## src/rtl/imem_scanner.sv

```systemverilog
`default_nettype none
// ---------------------------------------------------------------------------
// imem_scanner : walks a synchronous-read memory between two bounds on a
//                prescaled tick or on step pulses.  Rev 1.0
// ---------------------------------------------------------------------------
module imem_scanner #(
   parameter int ADDR_W  = 3,
   parameter int DATA_W  = 32,
   parameter int DIV     = 4,
   parameter int MEM_LAT = 1
) (
   input  logic              clk,
   input  logic              rst_n,
   input  logic              i_start,
   input  logic              i_stop,
   input  logic              i_step,
   input  logic [1:0]        i_mode,
   input  logic [ADDR_W-1:0] i_start_addr,
   input  logic [ADDR_W-1:0] i_end_addr,
   output logic [ADDR_W-1:0] o_mem_addr,
   input  logic [DATA_W-1:0] i_mem_data,
   output logic [DATA_W-1:0] o_data_out,
   output logic [ADDR_W-1:0] o_data_addr,
   output logic              o_data_valid,
   output logic              o_busy,
   output logic              o_done,
   output logic [7:0]        o_wrap_cnt
);

   localparam int              c_PW        = (DIV > 1) ? $clog2(DIV) : 1;
   localparam int              c_LW        = (MEM_LAT > 1) ? $clog2(MEM_LAT) : 1;
   localparam logic [c_PW-1:0] c_PRESC_MAX = c_PW'(DIV - 1);
   localparam logic [c_LW-1:0] c_LAT_MAX   = c_LW'(MEM_LAT - 1);
   localparam logic [1:0]      c_MODE_WRAP = 2'd0;
   localparam logic [1:0]      c_MODE_STEP = 2'd2;

   typedef enum logic [1:0] {S_IDLE, S_RUN, S_WAIT, S_DONE} state_t;

   state_t            r_state, w_state_nxt;
   logic [1:0]        r_mode;
   logic [ADDR_W-1:0] r_start, r_end, r_mem_addr, r_data_addr;
   logic [DATA_W-1:0] r_data_out;
   logic [c_PW-1:0]   r_presc;
   logic [c_LW-1:0]   r_lat;
   logic              r_valid;
   logic [7:0]        r_wrap;

   logic w_tick, w_start_ok, w_issue, w_capture, w_at_end, w_is_wrap;

   assign w_tick     = (r_presc == c_PRESC_MAX);
   assign w_is_wrap  = (r_mode == c_MODE_WRAP);
   assign w_start_ok = i_start && (r_state == S_IDLE || r_state == S_DONE);
   assign w_issue    = (r_state == S_RUN) &&
                       ((r_mode == c_MODE_STEP) ? i_step : w_tick);
   assign w_capture  = (r_state == S_WAIT) && (r_lat == c_LAT_MAX);
   assign w_at_end   = (r_mem_addr == r_end);

   always_ff @(posedge clk or negedge rst_n) begin
      if (!rst_n) r_state <= S_IDLE;
      else        r_state <= w_state_nxt;
   end

   always_comb begin
      w_state_nxt = r_state;
      o_busy      = (r_state == S_RUN) || (r_state == S_WAIT);
      o_done      = (r_state == S_DONE);
      if (i_stop) begin
         w_state_nxt = S_IDLE;
      end else begin
         case (r_state)
            S_IDLE, S_DONE: if (i_start) w_state_nxt = S_RUN;
            S_RUN:          if (w_issue) w_state_nxt = S_WAIT;
            S_WAIT: begin
               if (w_capture)
                  w_state_nxt = (!w_at_end || w_is_wrap) ? S_RUN : S_DONE;
            end
            default:        w_state_nxt = S_IDLE;
         endcase
      end
   end

   // Stop outranks everything, so a capture on the stop edge is discarded.
   always_ff @(posedge clk or negedge rst_n) begin
      if (!rst_n) begin
         r_mode      <= '0;
         r_start     <= '0;
         r_end       <= '0;
         r_mem_addr  <= '0;
         r_data_addr <= '0;
         r_data_out  <= '0;
         r_presc     <= '0;
         r_lat       <= '0;
         r_valid     <= 1'b0;
         r_wrap      <= '0;
      end else begin
         r_valid <= 1'b0;
         if (i_stop) begin
            r_presc <= '0;
         end else if (w_start_ok) begin
            r_mode     <= i_mode;
            r_start    <= i_start_addr;
            r_end      <= i_end_addr;
            r_mem_addr <= i_start_addr;
            r_presc    <= '0;
            r_wrap     <= '0;
         end else begin
            if (r_state == S_RUN)
               r_presc <= w_tick ? '0 : r_presc + 1'b1;
            if (w_issue)
               r_lat <= '0;
            else if (r_state == S_WAIT)
               r_lat <= r_lat + 1'b1;
            if (w_capture) begin
               r_data_out  <= i_mem_data;
               r_data_addr <= r_mem_addr;
               r_valid     <= 1'b1;
               r_presc     <= '0;
               if (!w_at_end) begin
                  r_mem_addr <= r_mem_addr + 1'b1;
               end else if (w_is_wrap) begin
                  r_mem_addr <= r_start;
                  if (r_wrap != 8'hFF) r_wrap <= r_wrap + 1'b1;
               end
            end
         end
      end
   end

   assign o_mem_addr   = r_mem_addr;
   assign o_data_out   = r_data_out;
   assign o_data_addr  = r_data_addr;
   assign o_data_valid = r_valid;
   assign o_wrap_cnt   = r_wrap;

endmodule
`default_nettype wire

```

## config.mk

```make
export PLATFORM = sky130hd
export DESIGN_NAME = imem_scanner
export DESIGN_NICKNAME = d
export VERILOG_FILES = /design/src/rtl/imem_scanner.sv
export SDC_FILE = /design/constraint.sdc
export NUM_CORES = 1
export LEC_CHECK = 0
export ABC_AREA = 1
export CELL_PAD_IN_SITES_DETAIL_PLACEMENT = 0
export CELL_PAD_IN_SITES_GLOBAL_PLACEMENT = 1
export CORE_MARGIN = 3
export CORE_UTILIZATION = 31
export CTS_CLUSTER_DIAMETER = 80
export DETAILED_ROUTE_END_ITERATION = 8
export GPL_TIMING_DRIVEN = 1
export PLACE_DENSITY_LB_ADDON = 0.1
export SYNTH_ARGS = -nofsm -noshare
export SYNTH_HDL_FRONTEND = slang
export SYNTH_SLANG_ARGS = --single-unit
```

## constraint.sdc

```tcl
create_clock -name clk -period 1.9 [get_ports clk]
set_input_delay 0.57 -clock clk [delete_from_list [all_inputs] [get_ports clk]]
set_output_delay 0.57 -clock clk [all_outputs]
set_load 0.05 [all_outputs]
```

==> results by group <==
Run status
  – Status: finished, final reports clean

Drt
  – DR vias: 2,235
  – Routed vias/inst: 4.470
  – Final WL: 6542 um
  – DRC Markers: 0
  – DRT Pass-1 Iters: 5
  – Iter 0 DRT Violations: 75
  – Wire length per cell: approximately 13 um
  – Residual antenna-violating net count after detailed routing: 0

Power
  – Static Leak: 0.002093 uW
  – Seq pwr share: 0.318
  – Gate power share: 0.465
  – VDD IR max: 0.8530 mV
  – Sw power: 2350 uW
  – P_int: 3480 uW
  – Net Sw Frac: 0.4030
  – P per Cell Area: 1363 mW/mm^2
  – Clock Power Share: 0.217
  – Overall power: 5830 uW

Clock network
  – Clock insertion delay at the later pin of the skew report: 0.33 ns
  – Clock Path Buffers: 2
  – CTS sink cnt: 60
  – Hold buffers post-CTS: 0
  – Clock slew seen by the registers of the worst setup and hold paths: 0.07 ns
  – CTS HTree Levels: 3
  – CTS Buf Count: 9
  – CTS root buf: clkbuf_8
  – CTS tree: done

Logic synthesis
  – Netlist Area Pre-Place: 0.002819 mm^2
  – Synth Instances: 271
  – Flops & latches, synth: 60
  – Post-synthesis sequential area ratio: 0.5326
  – Number of synthesized flops with an enable pin: 0
  – Post-synth top flop: dfrtp_1
  – Syn. warnings: 0
  – Post-synth ARST share: 1.000
  – Syn nets: 322
  – Syn avg cell area: 10.40 um^2
  – Yosys cell types: 27

Global route
  – Gr ovfl total: 0
  – Largest net degree at the start of global routing: 61
  – Vias in the first global route: approximately 2,200
  – Initial antenna violation count: 0
  – GR Util All Layers: 0.1334
  – First-pass GRT wire length: 10,800 um

Timing
  – Slew Limit Headroom: 0.7696
  – Period minus WS final: 1.845 ns
  – Post-Route Skew: 0.009522 ns
  – Setup-failing EPs final: 0
  – Worst Tran Pin Value: roughly 0.35 ns
  – RSZ-0062 raised after global routing: false
  – Max-slew violations: 0
  – Final hold vios: 0
  – Fmax: 542.1 MHz
  – Period utilization: 0.9709
  – Fin Hold WS: 0.2328 ns

Worst setup path
  – CP startpoint: r_state[0]$_DFFE_PN0P_
  – Worst reg2reg setup slack: 0.10 ns
  – Critical Path End Type: output port
  – R2R depth: 7
  – Critical Path AT: between 1 and 1.5 ns
  – R2R Path Start: r_state[0]$_DFFE_PN0P_
  – Crit path max fanout: 3
  – Startpoint types: flip-flop
  – Reg-to-Reg End: o_data_out[26]$_DFFE_PN0P_
  – Critical Setup Path Class: flip-flop to output port
  – CP required: 1.33 ns
  – Crit path capture: o_busy

Floorplanning
  – Initial Util: 0.3217
  – Die span in x: 101.4 um
  – # IOs: 94
  – Core area: 0.008763 mm^2
  – Die Y: between 100 and 150 um
  – Rows: 34
  – Die area: 0.01027 mm^2

Cells and area
  – Most frequent cells in the layout: dfrtp_1, nand2_1, buf_4, clkdlybuf4s50_1, mux2_2
  – # diodes: 0
  – # nets final: 438
  – Area delta synth->final: 51.75%
  – Share of cells above drive strength 1: 0.3367
  – Most common cell after layout, fill and taps aside: dfrtp_1

Job
  – Max Cap Viol: 0

Placement
  – IO Port Bufs: 93
  – Dpl hpwl: between 4000 and 5000 um
  – Gpl congestion: 0.7868

Hold path
  – Min-delay worst type: input port to asynchronous set/reset pin
cell families after synthesis:
group	Yosys count	synth area share
and+or+nand+nor	110	0.1780
xor gates and xnor gates	3	0.01598
muxes	34	0.1411
AOI/OAI and AO/OA	29	0.05815
adders and majority gates	6	0.02663
DFF	60	0.5326
buffers and inverters	29	0.04749
routing by layer:
layer | part of all wire | vias up | global-route usage
met4 | 0.014 | 0 | 0.04601
met5 | 0 | - | 0
li1 | - | 1124 | -
met1 | 0.45 | 1025 | 0.1720
met2 | 0.46 | 78 | 0.2123
met3 | 0.070 | 8 | 0.04201
synth_stat cells (2+ instances only):
cell / instances / area share
dfrtp_1: 60 / 0.53
inv_2: 2 / 0.0027
o21ai_0: 9 / 0.016
nand2_1: 56 / 0.075
ha_1: 6 / 0.027
buf_2: 2 / 0.0036
inv_1: 21 / 0.028
o21bai_1: 2 / 0.0053
mux2_4: 4 / 0.021
buf_4: 2 / 0.0053
nand4_1: 4 / 0.0089
buf_6: 2 / 0.0080
mux2_2: 30 / 0.12
nand3_1: 20 / 0.036
nand2_2: 3 / 0.0067
nor2_1: 21 / 0.028
a21oi_1: 16 / 0.028
nand2_4: 2 / 0.0080
flip-flops by register name (all words and copies together), names as in the netlist:
signal and flops:
o_wrap_cnt 8, r_start 3, r_end 3, o_data_addr 3, o_data_valid 1, o_data_out 32, r_mode 2, o_mem_addr 3
r_lat 1, r_state 2, r_presc 2
power groups by stage:
stage | Clock, uW | Combinational [uW] | Sequential (uW)
after floorplan | 0 | 981 | 2510
after global routing | 1370 | 2930 | 1900
final | 1260 | 2710 | 1850
after global placement | 0 | 2670 | 1880
after CTS | 1330 | 2740 | 1860
after detailed placement | 0 | 2690 | 1880
how the worst min path moves through the flow:
stage                                       from  slack [ns]                          to  cells after the start
after CTS                                  rst_n        0.24       r_mode[1]$_DFFE_PN0P_                      2
final                                      rst_n        0.23   o_wrap_cnt[3]$_DFFE_PN0P_                      2
after global placement    r_start[1]$_DFFE_PN0P_        0.47      r_start[1]$_DFFE_PN0P_                      2
after detailed placement  r_start[1]$_DFFE_PN0P_        0.48      r_start[1]$_DFFE_PN0P_                      2
after floorplan                            rst_n        0.27  o_data_addr[0]$_DFFE_PN0P_                      0
after global routing                       rst_n        0.26       r_mode[1]$_DFFE_PN0P_                      2
critical path, cell delays in order, from the launching register on:
cell     delay (ns)
dfrtp_1        0.38
inv_1          0.12
ha_4           0.23
inv_2          0.08
buf_12         0.13
metrics by stage:
stage                     setup slack, ns  utilization  TNS (ns)  cells  instance area [um^2]
after CTS                         0.04818       0.4877         0    500                  4274
final                             0.05530       0.4882         0    500                  4278
after global routing             0.002883       0.4882         0    500                  4278
after floorplan                    0.1434            -         0    271                  2819
after global placement            -0.1484       0.4607    -5.175    483                  4038
after detailed placement          -0.1856       0.4607    -6.358    483                  4038
final cells by class:
type | instances | area (um^2)
tap | 108 | 135.1
multi-input combinational | 182 | 1200
fill | 836 | 4486
inverter | 23 | 86.33
clock buffer | 11 | 141.4
clock inverter | 5 | 75.07
sequential | 60 | 1501
timing repair buffer | 111 | 1139
timing repair:
action / 4_1_cts / 5_1_grt
setup endpoints to repair: 1 / 1
resized for setup: 2 / 1
buffers inserted: 1 / 0
Power figures use the tool's default switching activity.
==> variant 1: new RTL, config.mk and constraints unchanged <==
The parameter `ADDR_W` goes from 3 to 2.
--- a/src/rtl/imem_scanner.sv
+++ b/src/rtl/imem_scanner.sv
@@ -6,3 +6,3 @@
 module imem_scanner #(
-   parameter int ADDR_W  = 3,
+   parameter int ADDR_W  = 2,
    parameter int DATA_W  = 32,
Ports: changed (resized i_end_addr, i_start_addr, o_data_addr and o_mem_addr); port bits go from 94 to 90. The function was not compared with the original's and may differ.
==> variant 1 against the unedited design <==
Worst setup slack gained 43 ps. Final area shrank 8.1%. Combinational power shrank 35%. Wire length shrank 4.1%. Total power shrank 31%. Sequential cell count shrank 4. Area after synthesis shrank 4.9%. Clock skew shrank 5.5 ps. Highest routed layer unchanged. Non-clock buffer count shrank 6. Synthesized cell count shrank 0.74%. Final cell count shrank 3.8%.
==> variant 1: results (changes against the unedited design) <==
cts:
  root_buffer: "clkbuf_8"
  cts_buffers: 5  # -4
  cts_sinks: 56  # -6.7%
  cts_resized: 0  # -2
  insertion_delay_ps: 300  # -30 ps
  clkTransAtPathRegs_ps: 100  # +30 ps
pwr:
  switching_share_pct: 40.2  # -0.12 points
  p_leak_nw: 1.95  # -6.7%
  seq-power_mw: 1.57  # -15%
  ir_drop_mv: 0.749  # -12%
  clkPwrFrac_pct: 16.4  # -5.3 points
placement:
  place.detailed.hpwl_mm: 4.61  # -2.9%
  placed_area_sq_mm: 0.00382  # -5.3%
  gp_congestion: 0.761  # -3.2%
grt:
  grtUsageMet1_pct: 19.5  # +2.3 points
  grt_usage_pct: 12.9  # -0.40 points
  grt_pass1_vias: 2116  # -5.7%
  grt_max_degree: 57  # -6.6%
  grt_use_met3_pct: 3.04  # -1.2 points
  grt_pass1_wl_mm: 10.5  # -3.1%
setup_path:
  slowest_delay_ps: 420  # +40 ps
  cp.arrival_ps: 1230  # -40 ps
  crit_start: "r_state[1]$_DFFE_PN0P_"
  r2r_end: "o_data_out[1]$_DFFE_PN0P_"
  crit_end: "o_done"
  rrSetupSlack_ps: 200  # +100 ps
die:
  core_sq_mm: 0.00830  # -5.3%
routing:
  drt-initial-drc-count: 32  # -57%
  wl_met2_mm: 2.60  # -14%
  met3WireLength_um: 432  # -5.5%
  highest_layer: "met4"
  drt-met1-wl_mm: 3.20  # +8.0%
  wire_per_inst_um: 13.0  # -0.34%
  first_pass_iters: 4  # -1
  dr_total_vias: 2137  # -4.4%
layout:
  nNonClkInverters: 28  # +22%
  nNonClkBuffers: 105  # -5.4%
  num-multi-input-gates: 179  # -1.6%
  clkbuf_count: 6  # -5
  nNetsFinal: 423  # -3.4%
  sh_seq_area_pct: 35.6  # +0.54 points
  multi_input_area_share_pct: 28.7  # +0.68 points
  nFillCells: 786  # -6.0%
logic_synthesis:
  synth_compound_area_share_pct: 3.87  # -1.9 points
  synth_common_cells: "65 x nand2_1, 56 x dfrtp_1, 26 x inv_1"
  synth_seq_area_share_pct: 52.3  # -1.0 points
  synth_fa_ha_area_share_pct: 2.33  # -0.33 points
  synth_area_leaders: "dfrtp_1 52%, nand2_1 9.1%, mux2_4 7.8%, mux2_2 7.6%, nand3_1 4.3%"
  synthMuxAreaShare_pct: 15.4  # +1.3 points
  synth_xor_area_share_pct: 0.980  # -0.62 points
timing:
  skew_ps: 4.06  # -5.46 ps
status:
  status: "finished clean"
## variant 1: cell types whose count changed after synthesis, moves of 3 or more
| cell | unedited run | this run |
|---|---|---|
| a21oi_1 | 16 | 8 |
| nand2_1 | 56 | 65 |
| nand3_1 | 20 | 23 |
| dfrtp_1 | 60 | 56 |
| inv_1 | 21 | 26 |
| mux2_4 | 4 | 14 |
| o22ai_1 | 0 | 3 |
| mux2_2 | 30 | 18 |
## variant 1: stage by stage
step / std cells / hold WS (ps) / power [mW] / setup WS (ps) / utilization, %
6_report: 481 / 245 / 3.99 / 98.7 / 47.4
3_5_place_dp: 472 / 489 / 3.35 / -146 / 46.1
2_1_floorplan: 269 / 274 / 2.57 / 196 / -
4_1_cts: 481 / 259 / 4.04 / 0.499 / 47.2
3_3_place_gp: 472 / 475 / 3.34 / -116 / 46.1
5_1_grt: 481 / 264 / 4.29 / 48.3 / 47.4
==> variant 2: new RTL, same settings <==
Without the edit above. Make the reset (`rst_n`) synchronous in 2 clocked blocks.
--- a/src/rtl/imem_scanner.sv
+++ b/src/rtl/imem_scanner.sv
@@ -57,3 +57,3 @@
 
-   always_ff @(posedge clk or negedge rst_n) begin
+   always_ff @(posedge clk) begin
       if (!rst_n) r_state <= S_IDLE;
@@ -82,3 +82,3 @@
    // Stop outranks everything, so a capture on the stop edge is discarded.
-   always_ff @(posedge clk or negedge rst_n) begin
+   always_ff @(posedge clk) begin
       if (!rst_n) begin
Check against the original RTL: differs if rst_n is asserted again (counterexample within 4 cycles, from zero or initial values and one cycle with rst_n low); with rst_n held inactive, the same outputs for 4 cycles.
==> variant 2 against the unedited design <==
Synthesized cell count increased by 38%. Area after synthesis decreased by 2.9%. Die area decreased by 2.7%. Wire length increased by 13%. Highest routed layer unchanged. Non-clock buffer count increased by 6. Register-to-register slack improved by 110 ps. Critical path depth unchanged. Worst setup slack improved by 50 ps. Final area decreased by 3.1%. Sequential cell count unchanged.
Power is not compared: it rests on default switching activity, and its combinational part moved more than twofold at a synthesized area within 25%.
==> variant 2: results (changes against the unedited design) <==
logic_synthesis:
  synth_nets: 426  # +32%
  synthFlopType: "dfxtp_1"
  synth_compound_area_share_pct: 14.1  # +8.3 points
  synth_fa_ha_area_share_pct: 3.20  # +0.54 points
  synth_area_leaders: "dfxtp_1 44%, nor2_1 12%, nand2_1 7.3%, o21ai_0 4.9%, o21ai_1 4.2%"
  synthArstFlopShare_pct: 0  # -100 points
  synth_seq_area_share_pct: 43.9  # -9.4 points
  synthMuxAreaShare_pct: 0  # -14 points
  synth.avg_cell_area_sq_um: 7.32  # -30%
  yosys_warnings: 0  # unchanged
  synth.distinct_cells: 29  # +7.4%
  synth_common_cells: "86 x nor2_1, 60 x dfxtp_1, 53 x nand2_1"
  synth_xor_area_share_pct: 0.320  # -1.3 points
routing:
  first_pass_iters: 6  # +1
  routed_via_density: 4.51  # +0.90%
  drt-initial-drc-count: 79  # +5.3%
  drt_wl_total_mm: 7.40  # +13%
cts:
  insertion_delay_ps: 330  # about the same
  h-tree-depth: 3  # unchanged
  clkTransAtPathRegs_ps: 70  # about the same
  clockBufferDepth: 2  # unchanged
  root_buffer: "clkbuf_8"
  cts_buffers: 9  # unchanged
hold_path:
  hold_start: "r_end[2]$_SDFFE_PN0P_"
  min_path_cells: 2
  worstHoldPathType: "reg2reg"
placement:
  gp_congestion: 0.772  # -1.9%
  placedCellCount: 579  # +20%
  io_buffers: 93  # unchanged
  placed_area_sq_mm: 0.00392  # -3.0%
  place.detailed.hpwl_mm: 5.48  # +16%
grt:
  grt_pass1_vias: 2669  # +19%
  grt_pass1_wl_mm: 12.5  # +16%
  grt_usage_pct: 15.5  # +2.1 points
  antenna_found_initial: 0  # unchanged
  grt_max_degree: 35  # -43%
timing:
  skew_ps: 9.20  # -0.317 ps
  relSlewSlack_pct: 78.0  # +1.0 points
setup_path:
  cp_max_fo: 4  # +1
  rr_worst_depth: 11  # +4
  crit_start: "r_state[0]$_SDFFE_PP0P_"
  cp.arrival_ps: 1220  # -50 ps
job:
  drv_cap: 0  # unchanged
layout:
  final_cells: 596  # +19%
  nNetsFinal: 538  # +23%
  antennaDiodeCount: 0  # unchanged
  nFillCells: 831  # -0.60%
  drive_gt1_share_pct: 24.4  # -9.2 points
  largest_register_ffs: 32  # unchanged
status:
  status: "finished clean"
pwr:
  ir_drop_mv: 0.352
  p_leak_nw: 1.85
-- variant 2: cell count changes after synthesis, moves of 4 or more --
cell      change
a21oi_1       +6
clkbuf_1      +4
dfrtp_1      -60
dfxtp_1      +60
inv_1         +4
inv_2         +4
mux2_2       -30
mux2_4        -4
nand3_2       +5
nor2_1       +65
nor2_2        +4
o21ai_0      +18
o21ai_1      +23
-- variant 2: through the flow --
step | setup slack (ps) | total power [mW] | utilization (%)
after floorplan | 118 | 1.65 | -
after global placement | -134 | 1.92 | 46.7
after detailed placement | -130 | 1.93 | 46.7
after CTS | 3.22 | 3.12 | 49.3
after global routing | 7.63 | 3.23 | 49.5
final | 106 | 3.08 | 49.5
-- variant 2: kinds of logic after synthesis --
logic type	after synthesis
fa+ha+maj	7
compound gates	75
simple gates	183
buf+inv	48
flops	60
xor+xnor	1
-- variant 2: repair_timing --
item                                    4_1_cts  5_1_grt
pin swaps                                     0        0
setup buffers                                 1        0
gates resized for setup                       2        3
endpoints found under the setup margin        1        9
-- variant 2: per-layer routing --
metal / part of all wire (%) / vias up / GRT usage [%]
met5: 0 / - / 0
met4: 1.4 / 0 / 6.53
met3: 7.3 / 10 / 5.28
met2: 46 / 65 / 25.3
met1: 45 / 1189 / 18.5
li1: - / 1424 / -
-- variant 2: final cells by class --
cell class,instances,area share [%]
sequential,60,29.0
clock inverter,4,1.15
multi-input combinational,266,31.7
inverter,32,3.02
clock buffer,12,3.74
tap,105,3.17
timing repair buffer,117,28.2
-- variant 2: path summary, 6_finish.rpt --
kind	endpoint	slack (ps)
max	o_busy	110
min	r_end[2]$_SDFFE_PN0P_	460
max reg2reg	o_mem_addr[0]$_SDFFE_PN0P_	210
min reg2reg	r_end[2]$_SDFFE_PN0P_	460
-- variant 2: report_power, final --
group	internal [mW]	switching, mW
Combinational	0.281	0.292
Sequential	1.29	0.0373
Clock	0.674	0.502
Total	2.24	0.832
-- variant 2: critical path, stage by stage (launching register included) --
cell	delay, ps
dfxtp_2	360
inv_1	80
ha_4	270
inv_2	50
buf_12	140
